### config.mk
export PLATFORM = sky130hd
export DESIGN_NAME = spi_slave_port_flat
export DESIGN_NICKNAME = d
export VERILOG_FILES = /design/src/rtl/spi_slave_port_if.sv /design/src/rtl/spi_slave_port.sv /design/src/flat_wrapper.sv
export SDC_FILE = /design/constraint.sdc
export NUM_CORES = 1
export LEC_CHECK = 0
export BUFFER_PORTS_ARGS = -buffer_cell sky130_fd_sc_hd__buf_4
export CAP_MARGIN = 20
export CORE_UTILIZATION = 50
export CTS_BUF_LIST = sky130_fd_sc_hd__clkbuf_4
export DETAILED_ROUTE_END_ITERATION = 8
export HOLD_SLACK_MARGIN = 0.1
export PLACE_DENSITY = 0.7
export SLEW_MARGIN = 10
export SYNTH_ARGS = -nofsm -noshare
export SYNTH_HDL_FRONTEND = slang
export SYNTH_SLANG_ARGS = --single-unit
### constraint.sdc
create_clock -name clk_i -period 6.6 [get_ports clk_i]
set_clock_uncertainty 0.2 [all_clocks]
set_input_delay 0.33 -clock clk_i [delete_from_list [all_inputs] [get_ports clk_i]]
set_output_delay 0.33 -clock clk_i [all_outputs]
set_load 0.03 [all_outputs]
### src/rtl/spi_slave_port_if.sv
// Byte-side handshake bundle of spi_slave_port: TX/RX ready-valid channels and status pulses.
interface spi_slave_port_if;
  logic [7:0] tx_data_i;
  logic       tx_valid_i;
  logic       tx_ready_o;
  logic [7:0] rx_data_o;
  logic       rx_valid_o;
  logic       rx_ready_i;
  logic       tx_underrun_o;
  logic       rx_overrun_o;
  logic       frame_abort_o;

  modport slave (
    input  tx_data_i, tx_valid_i, rx_ready_i,
    output tx_ready_o, rx_data_o, rx_valid_o, tx_underrun_o, rx_overrun_o, frame_abort_o
  );

  modport master (
    output tx_data_i, tx_valid_i, rx_ready_i,
    input  tx_ready_o, rx_data_o, rx_valid_o, tx_underrun_o, rx_overrun_o, frame_abort_o
  );
endinterface

### src/rtl/spi_slave_port.sv
// SPI slave port, all four modes, MSB first, oversampled in the clk_i domain.
// Optional macro SPI_SLAVE_PORT_RX_FIFO_EN: 4-entry RX FIFO instead of a single RX holding register.
module spi_slave_port #(
  parameter int unsigned SYNC_STAGES = 2
) (
  input  logic clk_i,
  input  logic rst_i,
  input  logic sck_i,
  input  logic ss_i,
  input  logic mosi_i,
  input  logic cpol_i,
  input  logic cpha_i,
  output logic miso_o,
  output logic miso_oe_o,
  spi_slave_port_if.slave bus
);
  localparam int unsigned DW = 8;
  localparam int unsigned CW = 3;

  typedef enum logic [1:0] {ST_IDLE, ST_LOAD, ST_SHIFT} state_e;

  state_e           state_q, state_d;
  logic [SYNC_STAGES-1:0] sck_sync_q, sck_sync_d, ss_sync_q, ss_sync_d, mosi_sync_q, mosi_sync_d;
  logic             sck_prev_q, sck_prev_d;
  logic             cpol_q, cpol_d, cpha_q, cpha_d;
  logic [CW-1:0]    bit_cnt_q, bit_cnt_d;
  logic [DW-1:0]    rx_sr_q, rx_sr_d, tx_sr_q, tx_sr_d, tx_hold_q, tx_hold_d;
  logic             tx_full_q, tx_full_d;
  logic             ur_pend_q, ur_pend_d;
  logic             miso_q, miso_d, miso_oe_q, miso_oe_d;
  logic             tx_underrun_q, tx_underrun_d, frame_abort_q, frame_abort_d;
  logic             rx_overrun_q, rx_overrun_d;
  logic             rx_push_c, rx_pop_c;
  logic [DW-1:0]    rx_push_data_c, tx_byte_c;
  logic             sck_s, ss_s, mosi_s, sck_edge_c, lead_c, trail_c, sample_c, shift_c;

  assign sck_s  = sck_sync_q[SYNC_STAGES-1];
  assign ss_s   = ss_sync_q[SYNC_STAGES-1];
  assign mosi_s = mosi_sync_q[SYNC_STAGES-1];

  // Edge classification against the CPOL idle level latched at frame start
  assign sck_edge_c = sck_s ^ sck_prev_q;
  assign lead_c     = sck_edge_c && (sck_prev_q == cpol_q);
  assign trail_c    = sck_edge_c && (sck_s == cpol_q);
  assign sample_c   = cpha_q ? trail_c : lead_c;
  assign shift_c    = cpha_q ? lead_c : trail_c;
  assign tx_byte_c  = tx_full_q ? tx_hold_q : 8'hFF;

  // Synchroniser chains for the asynchronous SPI pins
  always_comb begin
    sck_sync_d  = SYNC_STAGES'({sck_sync_q, sck_i});
    ss_sync_d   = SYNC_STAGES'({ss_sync_q, ss_i});
    mosi_sync_d = SYNC_STAGES'({mosi_sync_q, mosi_i});
    sck_prev_d  = sck_s;
  end

  // Frame FSM, shift registers, TX holding register and status pulses
  always_comb begin
    state_d        = state_q;
    cpol_d         = cpol_q;
    cpha_d         = cpha_q;
    bit_cnt_d      = bit_cnt_q;
    rx_sr_d        = rx_sr_q;
    tx_sr_d        = tx_sr_q;
    tx_hold_d      = tx_hold_q;
    tx_full_d      = tx_full_q;
    ur_pend_d      = ur_pend_q;
    miso_d         = miso_q;
    tx_underrun_d  = 1'b0;
    frame_abort_d  = 1'b0;
    rx_push_c      = 1'b0;
    rx_push_data_c = {rx_sr_q[DW-2:0], mosi_s};

    if (bus.tx_valid_i && !tx_full_q) begin
      tx_hold_d = bus.tx_data_i;
      tx_full_d = 1'b1;
    end

    unique case (state_q)
      ST_IDLE: begin
        cpol_d    = cpol_i;
        cpha_d    = cpha_i;
        bit_cnt_d = '0;
        ur_pend_d = 1'b0;
        if (!ss_s) state_d = ST_LOAD;
      end
      ST_LOAD: begin
        state_d = ST_SHIFT;
        if (tx_full_q) tx_full_d = 1'b0;
        else           tx_underrun_d = 1'b1;
        // CPHA=0 presents bit 7 now; CPHA=1 presents it on the first leading edge
        miso_d  = tx_byte_c[DW-1];
        tx_sr_d = cpha_q ? tx_byte_c : {tx_byte_c[DW-2:0], 1'b0};
      end
      ST_SHIFT: begin
        if (ss_s) begin
          state_d       = ST_IDLE;
          frame_abort_d = (bit_cnt_q != '0);
          bit_cnt_d     = '0;
          ur_pend_d     = 1'b0;
        end else if (sample_c) begin
          rx_sr_d   = rx_push_data_c;
          bit_cnt_d = bit_cnt_q + 3'd1;
          // A filler byte is only reported once its first bit is really clocked
          if ((bit_cnt_q == '0) && ur_pend_q) begin
            tx_underrun_d = 1'b1;
            ur_pend_d     = 1'b0;
          end
          if (bit_cnt_q == CW'(DW-1)) begin
            rx_push_c = 1'b1;
            tx_sr_d   = tx_byte_c;
            ur_pend_d = !tx_full_q;
            if (tx_full_q) tx_full_d = 1'b0;
          end
        end else if (shift_c) begin
          miso_d  = tx_sr_q[DW-1];
          tx_sr_d = {tx_sr_q[DW-2:0], 1'b0};
        end
      end
      default: state_d = ST_IDLE;
    endcase

    miso_oe_d = (state_d != ST_IDLE);
    if (state_d == ST_IDLE) miso_d = 1'b0;
  end

  // Core register bank
  always_ff @(posedge clk_i or posedge rst_i) begin
    if (rst_i) begin
      state_q       <= ST_IDLE;
      sck_sync_q    <= '0;
      ss_sync_q     <= '1;
      mosi_sync_q   <= '0;
      sck_prev_q    <= 1'b0;
      cpol_q        <= 1'b0;
      cpha_q        <= 1'b0;
      bit_cnt_q     <= '0;
      rx_sr_q       <= '0;
      tx_sr_q       <= '0;
      tx_hold_q     <= '0;
      tx_full_q     <= 1'b0;
      ur_pend_q     <= 1'b0;
      miso_q        <= 1'b0;
      miso_oe_q     <= 1'b0;
      tx_underrun_q <= 1'b0;
      frame_abort_q <= 1'b0;
      rx_overrun_q  <= 1'b0;
    end else begin
      state_q       <= state_d;
      sck_sync_q    <= sck_sync_d;
      ss_sync_q     <= ss_sync_d;
      mosi_sync_q   <= mosi_sync_d;
      sck_prev_q    <= sck_prev_d;
      cpol_q        <= cpol_d;
      cpha_q        <= cpha_d;
      bit_cnt_q     <= bit_cnt_d;
      rx_sr_q       <= rx_sr_d;
      tx_sr_q       <= tx_sr_d;
      tx_hold_q     <= tx_hold_d;
      tx_full_q     <= tx_full_d;
      ur_pend_q     <= ur_pend_d;
      miso_q        <= miso_d;
      miso_oe_q     <= miso_oe_d;
      tx_underrun_q <= tx_underrun_d;
      frame_abort_q <= frame_abort_d;
      rx_overrun_q  <= rx_overrun_d;
    end
  end

`ifdef SPI_SLAVE_PORT_RX_FIFO_EN
  localparam int unsigned RX_DEPTH = 4;
  localparam int unsigned PW       = 2;

  logic [DW-1:0] rx_mem_q [RX_DEPTH];
  logic [DW-1:0] rx_mem_d [RX_DEPTH];
  logic [PW-1:0] rx_rd_q, rx_rd_d, rx_wr_q, rx_wr_d;
  logic [PW:0]   rx_cnt_q, rx_cnt_d;
  logic          rx_wr_en_c;

  // RX FIFO; a full FIFO still accepts a push in the cycle it is popped
  always_comb begin
    rx_mem_d     = rx_mem_q;
    rx_rd_d      = rx_rd_q;
    rx_wr_d      = rx_wr_q;
    rx_overrun_d = 1'b0;
    rx_pop_c     = (rx_cnt_q != '0) && bus.rx_ready_i;
    rx_wr_en_c   = rx_push_c && ((rx_cnt_q != (PW+1)'(RX_DEPTH)) || rx_pop_c);
    if (rx_pop_c) rx_rd_d = rx_rd_q + 2'd1;
    if (rx_wr_en_c) begin
      rx_mem_d[rx_wr_q] = rx_push_data_c;
      rx_wr_d           = rx_wr_q + 2'd1;
    end
    if (rx_push_c && !rx_wr_en_c) rx_overrun_d = 1'b1;
    rx_cnt_d = rx_cnt_q + (PW+1)'(rx_wr_en_c) - (PW+1)'(rx_pop_c);
  end

  // RX FIFO storage
  always_ff @(posedge clk_i or posedge rst_i) begin
    if (rst_i) begin
      for (int i = 0; i < int'(RX_DEPTH); i++) rx_mem_q[i] <= '0;
      rx_rd_q  <= '0;
      rx_wr_q  <= '0;
      rx_cnt_q <= '0;
    end else begin
      rx_mem_q <= rx_mem_d;
      rx_rd_q  <= rx_rd_d;
      rx_wr_q  <= rx_wr_d;
      rx_cnt_q <= rx_cnt_d;
    end
  end

  assign bus.rx_valid_o = (rx_cnt_q != '0);
  assign bus.rx_data_o  = rx_mem_q[rx_rd_q];
`else
  logic [DW-1:0] rx_hold_q, rx_hold_d;
  logic          rx_full_q, rx_full_d;

  // Single RX holding register; pop and push in one cycle both succeed
  always_comb begin
    rx_hold_d    = rx_hold_q;
    rx_full_d    = rx_full_q;
    rx_overrun_d = 1'b0;
    rx_pop_c     = rx_full_q && bus.rx_ready_i;
    if (rx_pop_c) rx_full_d = 1'b0;
    if (rx_push_c) begin
      if (!rx_full_q || rx_pop_c) begin
        rx_hold_d = rx_push_data_c;
        rx_full_d = 1'b1;
      end else begin
        rx_overrun_d = 1'b1;
      end
    end
  end

  // RX holding register
  always_ff @(posedge clk_i or posedge rst_i) begin
    if (rst_i) begin
      rx_hold_q <= '0;
      rx_full_q <= 1'b0;
    end else begin
      rx_hold_q <= rx_hold_d;
      rx_full_q <= rx_full_d;
    end
  end

  assign bus.rx_valid_o = rx_full_q;
  assign bus.rx_data_o  = rx_hold_q;
`endif

  assign miso_o            = miso_q;
  assign miso_oe_o         = miso_oe_q;
  assign bus.tx_ready_o    = !tx_full_q;
  assign bus.tx_underrun_o = tx_underrun_q;
  assign bus.rx_overrun_o  = rx_overrun_q;
  assign bus.frame_abort_o = frame_abort_q;
endmodule
### src/flat_wrapper.sv
// flat-port wrapper written by rule: the top's interface ports become plain ports
module spi_slave_port_flat 
#(
  parameter int unsigned SYNC_STAGES = 2
)
  (clk_i, rst_i, sck_i, ss_i, mosi_i, cpol_i, cpha_i, miso_o, miso_oe_o, bus_tx_data_i, bus_tx_valid_i, bus_rx_ready_i, bus_tx_ready_o, bus_rx_data_o, bus_rx_valid_o, bus_tx_underrun_o, bus_rx_overrun_o, bus_frame_abort_o);
  spi_slave_port_if bus_i ();
  input  logic clk_i;
  input  logic rst_i;
  input  logic sck_i;
  input  logic ss_i;
  input  logic mosi_i;
  input  logic cpol_i;
  input  logic cpha_i;
  output logic miso_o;
  output logic miso_oe_o;
  input wire logic [$bits(bus_i.tx_data_i)-1:0] bus_tx_data_i;
  input wire logic [$bits(bus_i.tx_valid_i)-1:0] bus_tx_valid_i;
  input wire logic [$bits(bus_i.rx_ready_i)-1:0] bus_rx_ready_i;
  output wire logic [$bits(bus_i.tx_ready_o)-1:0] bus_tx_ready_o;
  output wire logic [$bits(bus_i.rx_data_o)-1:0] bus_rx_data_o;
  output wire logic [$bits(bus_i.rx_valid_o)-1:0] bus_rx_valid_o;
  output wire logic [$bits(bus_i.tx_underrun_o)-1:0] bus_tx_underrun_o;
  output wire logic [$bits(bus_i.rx_overrun_o)-1:0] bus_rx_overrun_o;
  output wire logic [$bits(bus_i.frame_abort_o)-1:0] bus_frame_abort_o;
  assign bus_i.tx_data_i = bus_tx_data_i;
  assign bus_i.tx_valid_i = bus_tx_valid_i;
  assign bus_i.rx_ready_i = bus_rx_ready_i;
  assign bus_tx_ready_o = bus_i.tx_ready_o;
  assign bus_rx_data_o = bus_i.rx_data_o;
  assign bus_rx_valid_o = bus_i.rx_valid_o;
  assign bus_tx_underrun_o = bus_i.tx_underrun_o;
  assign bus_rx_overrun_o = bus_i.rx_overrun_o;
  assign bus_frame_abort_o = bus_i.frame_abort_o;
  spi_slave_port #(.SYNC_STAGES(SYNC_STAGES)) u_core (.clk_i(clk_i), .rst_i(rst_i), .sck_i(sck_i), .ss_i(ss_i), .mosi_i(mosi_i), .cpol_i(cpol_i), .cpha_i(cpha_i), .miso_o(miso_o), .miso_oe_o(miso_oe_o), .bus(bus_i));
endmodule
After elaboration in Yosys (flattened, before gate mapping)
Cells that the tools add are included.
- word-level logic and storage cells: 105
- input bits: 17
- bits in registers: 53
- output and inout bits: 15
- reduce and logical (&&, ||, !) cells: 22
- bitwise operators: 2
- equality and inequality tests: 13
- add/subtract/negate cells: 1
- multiplexer cells: 47
- operators with widths (operator ; count):
    2-to-1 mux 8 bit ; 6
    2-to-1 mux 1 bit ; 30
    case mux 8 bit (2 select lines) ; 1
    != test 3 x 1 -> 1 bit, second input constant ; 3
    != test 3 bit, second input constant ; 3
    case mux 1 bit (2 select lines) ; 4
    AND reduction 4 bit ; 2
    2-to-1 mux 3 bit ; 2
    case mux 2 bit (3 select lines) ; 1
    case mux 3 bit (2 select lines) ; 1
    AND reduction 3 bit ; 2
    nonzero test 2 bit ; 3
    nonzero test 3 bit ; 2
    logical AND 1 bit ; 5
    zero test 2 bit ; 2
    2-to-1 mux 2 bit ; 2
    != test 4 x 1 -> 1 bit, second input constant ; 1
    AND reduction 2 bit ; 2
    adder 3 x 1 -> 3 bit, second input constant ; 1
    == test 3 bit, second input constant ; 1
    zero test 3 bit ; 1
    == test 1 bit ; 2
    == test 2 x 1 -> 1 bit, second input constant ; 1
    == test 2 bit, second input constant ; 1
    other kinds (5) ; 6

Depth between registers and ports, before layout
- depth in word-level cells: 8
- mapped depth: 8
- depth with buffers taken out: 6

Least setup slack after synthesis
Ideal clock, no wire load.
- path type: reg-to-reg
- from: reg u_core.cpha_q
- to: reg u_core.rx_hold_q[0], in the netlist u_core.bus.rx_data_o[0]
- cell stages (with the launch flop): 5
- setup time: 0.125 ns
- arrival time: 1.872 ns
- slack: 4.403 ns
- clock period less this slack: 2.197 ns
- buffers on the path: 0
- data required time: 6.275 ns
- cell sequence: dfrtp_1 -> xnor2_1 -> mux2_2 -> nor3_4 -> mux2_2
- word-level cells in the longest chain between the ends: 5
- RTL lines (what ; RTL line ; source):
    start, declared ; spi_slave_port.sv:25 ; logic cpol_q, cpol_d, cpha_q, cpha_d;
    start signal, assigned ; spi_slave_port.sv:155 ; cpha_q <= cpha_d;
    2-to-1 mux 1 bit ; spi_slave_port.sv:45 ; assign sample_c = cpha_q ? trail_c : lead_c;
    2-to-1 mux 1 bit ; spi_slave_port.sv:101 ; end else if (sample_c) begin
    2-to-1 mux 1 bit ; spi_slave_port.sv:96 ; if (ss_s) begin
    2-to-1 mux 1 bit ; spi_slave_port.sv:79 ; unique case (state_q)
    AND reduction 2 bit (no line) ; -- ;
    end signal, assigned ; spi_slave_port.sv:241 ; rx_hold_q <= rx_hold_d;
    end, declared ; spi_slave_port.sv:215 ; logic [DW-1:0] rx_hold_q, rx_hold_d;
No other way between the ends.
A chain may end at the register's enable or synchronous reset.

Worst setup path in the final report
- from: reg u_core.state_q[0]
- to: reg u_core.rx_hold_q[3], in the netlist u_core.bus.rx_data_o[3]
- word-level cells in the longest chain between the ends: 3
- RTL lines (what ; RTL line ; source):
    start, declared ; spi_slave_port.sv:22 ; state_e state_q, state_d;
    start signal, assigned ; spi_slave_port.sv:149 ; state_q <= state_d;
    == test 2 bit ; spi_slave_port.sv:79 ;
    2-to-1 mux 1 bit ; spi_slave_port.sv:79 ;
    AND reduction 2 bit (no line) ; -- ;
No other way between the ends.

==> results.json <==
{
  "crit_path_max_fanout": 28,
  "synth_cell_type_count": 36,
  "cap_violations": 0,
  "drt_first_pass_iters": 4,
  "fin_crit_ns": 2.84,
  "grt_antenna_before_repair": 0,
  "die_area_um2": 5210,
  "seqCellArea_um2": 1330,
  "min_to": "u_core.mosi_sync_q[1]$_DFF_PP0_",
  "vias": 1743,
  "p_per_area_nw_per_um2": 375,
  "start_kind": "flop",
  "fin_setup_tns_ns": 0,
  "clock_path_buffers": 2,
  "drive_gt1_share_pct": 29.6,
  "min_path_type": "flop to flop",
  "critPathCaptureType": "flop",
  "layout_setup_ws_ns": 3.76,
  "path_cells": "inv_1 > ha_1 > nand2b_1 > nor3_4 > mux2_2",
  "vdd_ir_drop_max_v": 0.000207,
  "drv_slew": 0,
  "gr-total-overflow": 0,
  "die_w_um": 72.2,
  "cts_resized": 0,
  "min-delay-start": "u_core.mosi_sync_q[0]$_DFF_PP0_",
  "status": "completed",
  "avgRoutedWirePerCell_um": 13.7,
  "rr_worst_depth": 5,
  "critical_path.max_stage_delay_ns": 0.77,
  "fillerInstances": 395,
  "max_clock_freq_mhz": 352,
  "cts_sinks": 53,
  "multi_input_area_um2": 1070,
  "rsz0062_at_grt": "no",
  "first_global_vias": 1646,
  "crit_required_ns": 6.66,
  "grt_use_met2_pct": 29.9,
  "critPathKind": "flop to flop",
  "core_area_um2": 4720,
  "ios": 32,
  "r2r_start": "u_core.state_q[0]$_DFF_PP0_",
  "antenna_cells": 0,
  "drcViolationCount": 0,
  "p_leak_uw": 0.00139,
  "slowest_stage": "ha_1",
  "track_usage_pct": 19.6,
  "final-hold-violation-count": 0,
  "grt_util_met3_pct": 3.33,
  "pre_cts_ws_ns": 3.83,
  "slew_headroom_pct": 39.0,
  "syn_area_um2": 2460,
  "dpl.hpwl_um": 3030,
  "start_util_pct": 52.1,
  "grt-busiest-layer": "met2",
  "use_met1_pct": 28.1,
  "post-route-period-util_pct": 43.1,
  "synth_edf_count": 0,
  "critPathArrivalTime_ns": 2.90,
  "numPortBuffers": 31,
  "cts_tree": "built",
  "avgViaCountPerCell": 5.38,
  "nets": 280,
  "grt_max_degree": 54,
  "synth_top_flop_cell": "dfrtp_1",
  "syn_nets": 234,
  "syn_inst": 210,
  "drtAntennaViolNets": 0,
  "postSynthAreaPerCell_um2": 11.7,
  "setup_viol": 0,
  "clk_latency_ns": 0.37,
  "fp-row-count": 25,
  "p_total_uw": 1120,
  "place_congestion": 0.841,
  "yosys_warnings": 0,
  "clk_pin_slew_ns": 0.15,
  "yosysSeqAreaShare_pct": 54.0,
  "grt_pass1_wl_um": 7840,
  "hold_depth": 0,
  "ys_async_sr_fraction_pct": 100,
  "first_iter_violations": 118,
  "area_growth_pct": 21.1,
  "whs_ns": 0.168,
  "postCtsHoldBufs": 16,
  "ys_seq_elements": 53,
  "cts_buffers": 5,
  "post_cts_buffers": 0,
  "h-tree-depth": 2,
  "fp.dieH_um": 72.2,
  "worst_pin_slew_ns": 0.916,
  "routed_wl_um": 4450,
  "r2r_slack_ns": 3.76,
  "rr_endpoint": "u_core.bus.rx_data_o[3]$_DFFE_PP0P_",
  "root_buffer": "clkbuf_4"
}
[registers in the layout, indices dropped and copies added, names as in the netlist, 2 cells and up]
signal                count
u_core.tx_hold_q          8
u_core.rx_sr_q            7
u_core.bus.rx_data_o      8
u_core.bit_cnt_q          3
u_core.sck_sync_q         2
u_core.tx_sr_q            8
u_core.mosi_sync_q        2
u_core.state_q            2
u_core.ss_sync_q          2
[cells in the mapped netlist (3+ instances only)]
| master | n | area, um^2 |
|---|---|---|
| dfrtp_1 | 51 | 1280 |
| mux2_2 | 27 | 304 |
| nor2_1 | 16 | 60.1 |
| a31oi_1 | 14 | 87.6 |
| nand2_1 | 12 | 45.0 |
| nor2b_1 | 10 | 62.6 |
| inv_1 | 8 | 30.0 |
| a211o_1 | 7 | 61.3 |
| a211oi_1 | 7 | 52.6 |
| clkbuf_1 | 7 | 26.3 |
| ha_1 | 7 | 87.6 |
| nand2b_1 | 5 | 31.3 |
| o21ai_0 | 4 | 20.0 |
| a21boi_0 | 3 | 22.5 |
| a21oi_1 | 3 | 15.0 |
| mux2i_1 | 3 | 30.0 |
[worst max-delay path: cells and delay by family, from the launching register on]
family	cells	cell delay (ns)
fa+ha+maj	1	0.77
buf+inv	1	0.12
flops	1	0.46
simple gates	2	0.81
mux	1	0.38
[routing by layer]
layer | up-vias | wire length (um) | part of all wire, %
li1 | 848 | - | -
met1 | 837 | 2170 | 49
met2 | 51 | 2040 | 46
met3 | 7 | 162 | 3.6
met4 | 0 | 78 | 1.8
met5 | - | 0 | 0
[placed cells by master (no fill, tap or decap), types with 4 or more instances in the layout]
| cell | instances |
|---|---|
| dfrtp_1 | 51 |
| buf_4 | 31 |
| mux2_2 | 27 |
| nor2_1 | 16 |
| dlygate4sd3_1 | 16 |
| a31oi_1 | 14 |
| nand2_1 | 12 |
| nor2b_1 | 10 |
| inv_1 | 7 |
| a211o_1 | 7 |
| a211oi_1 | 7 |
| ha_1 | 7 |
| clkbuf_4 | 6 |
| nand2b_1 | 5 |
| o21ai_0 | 4 |
[through the flow]
step           utilization [%]  instance area [um^2]  std cells
5_1_grt                   63.1                  2980        324
6_report                  63.1                  2980        324
3_5_place_dp              58.1                  2740        299
3_3_place_gp              58.1                  2740        299
4_1_cts                   62.7                  2960        323
2_1_floorplan                -                  2460        210
[worst max-delay path by stage]
stage                                     start  depth (start not counted)  slack, ns                                  end
floorplan             u_core.cpha_q$_DFFE_PP0P_                          4       4.40  u_core.bus.rx_data_o[0]$_DFFE_PP0P_
global placement    u_core.state_q[0]$_DFF_PP0_                          5       3.91  u_core.bus.rx_data_o[2]$_DFFE_PP0P_
detailed placement  u_core.state_q[0]$_DFF_PP0_                          5       3.83  u_core.bus.rx_data_o[3]$_DFFE_PP0P_
CTS                 u_core.state_q[0]$_DFF_PP0_                          5       3.79  u_core.bus.rx_data_o[3]$_DFFE_PP0P_
global route        u_core.state_q[0]$_DFF_PP0_                          5       3.60  u_core.bus.rx_data_o[3]$_DFFE_PP0P_
finish              u_core.state_q[0]$_DFF_PP0_                          5       3.76  u_core.bus.rx_data_o[3]$_DFFE_PP0P_
[cell type report]
cell class / instances / share of cell area (%)
well taps: 67 / 2.81
flip-flops and latches: 53 / 44.6
inverters: 8 / 1.01
clock buffers: 6 / 1.51
repair buffers: 48 / 13.8
multi-input cells: 140 / 35.8
clock inverters: 2 / 0.462
[logic make-up (layout without fill, tap and decap cells)]
family / after synthesis / in the layout / synth area share (%)
AOI/OAI and AO/OA: 47 / 47 / 13.6
xor gates and xnor gates: 2 / 2 / 0.712
adders and majority gates: 7 / 7 / 3.56
buffers and inverters: 17 / 64 / 2.69
DFF: 53 / 53 / 54.0
muxes: 31 / 31 / 14.0
and+or+nand+nor: 53 / 53 / 11.5
[where the power goes]
| group | leakage [uW] | internal, uW | switching, uW |
|---|---|---|---|
| clock network | 0.0000360 | 47.0 | 97.4 |
| logic | 0.000686 | 225 | 276 |
| registers | 0.000663 | 411 | 61.7 |
| total | 0.00139 | 683 | 435 |
Note: power is estimated with default switching activity, not from simulation.
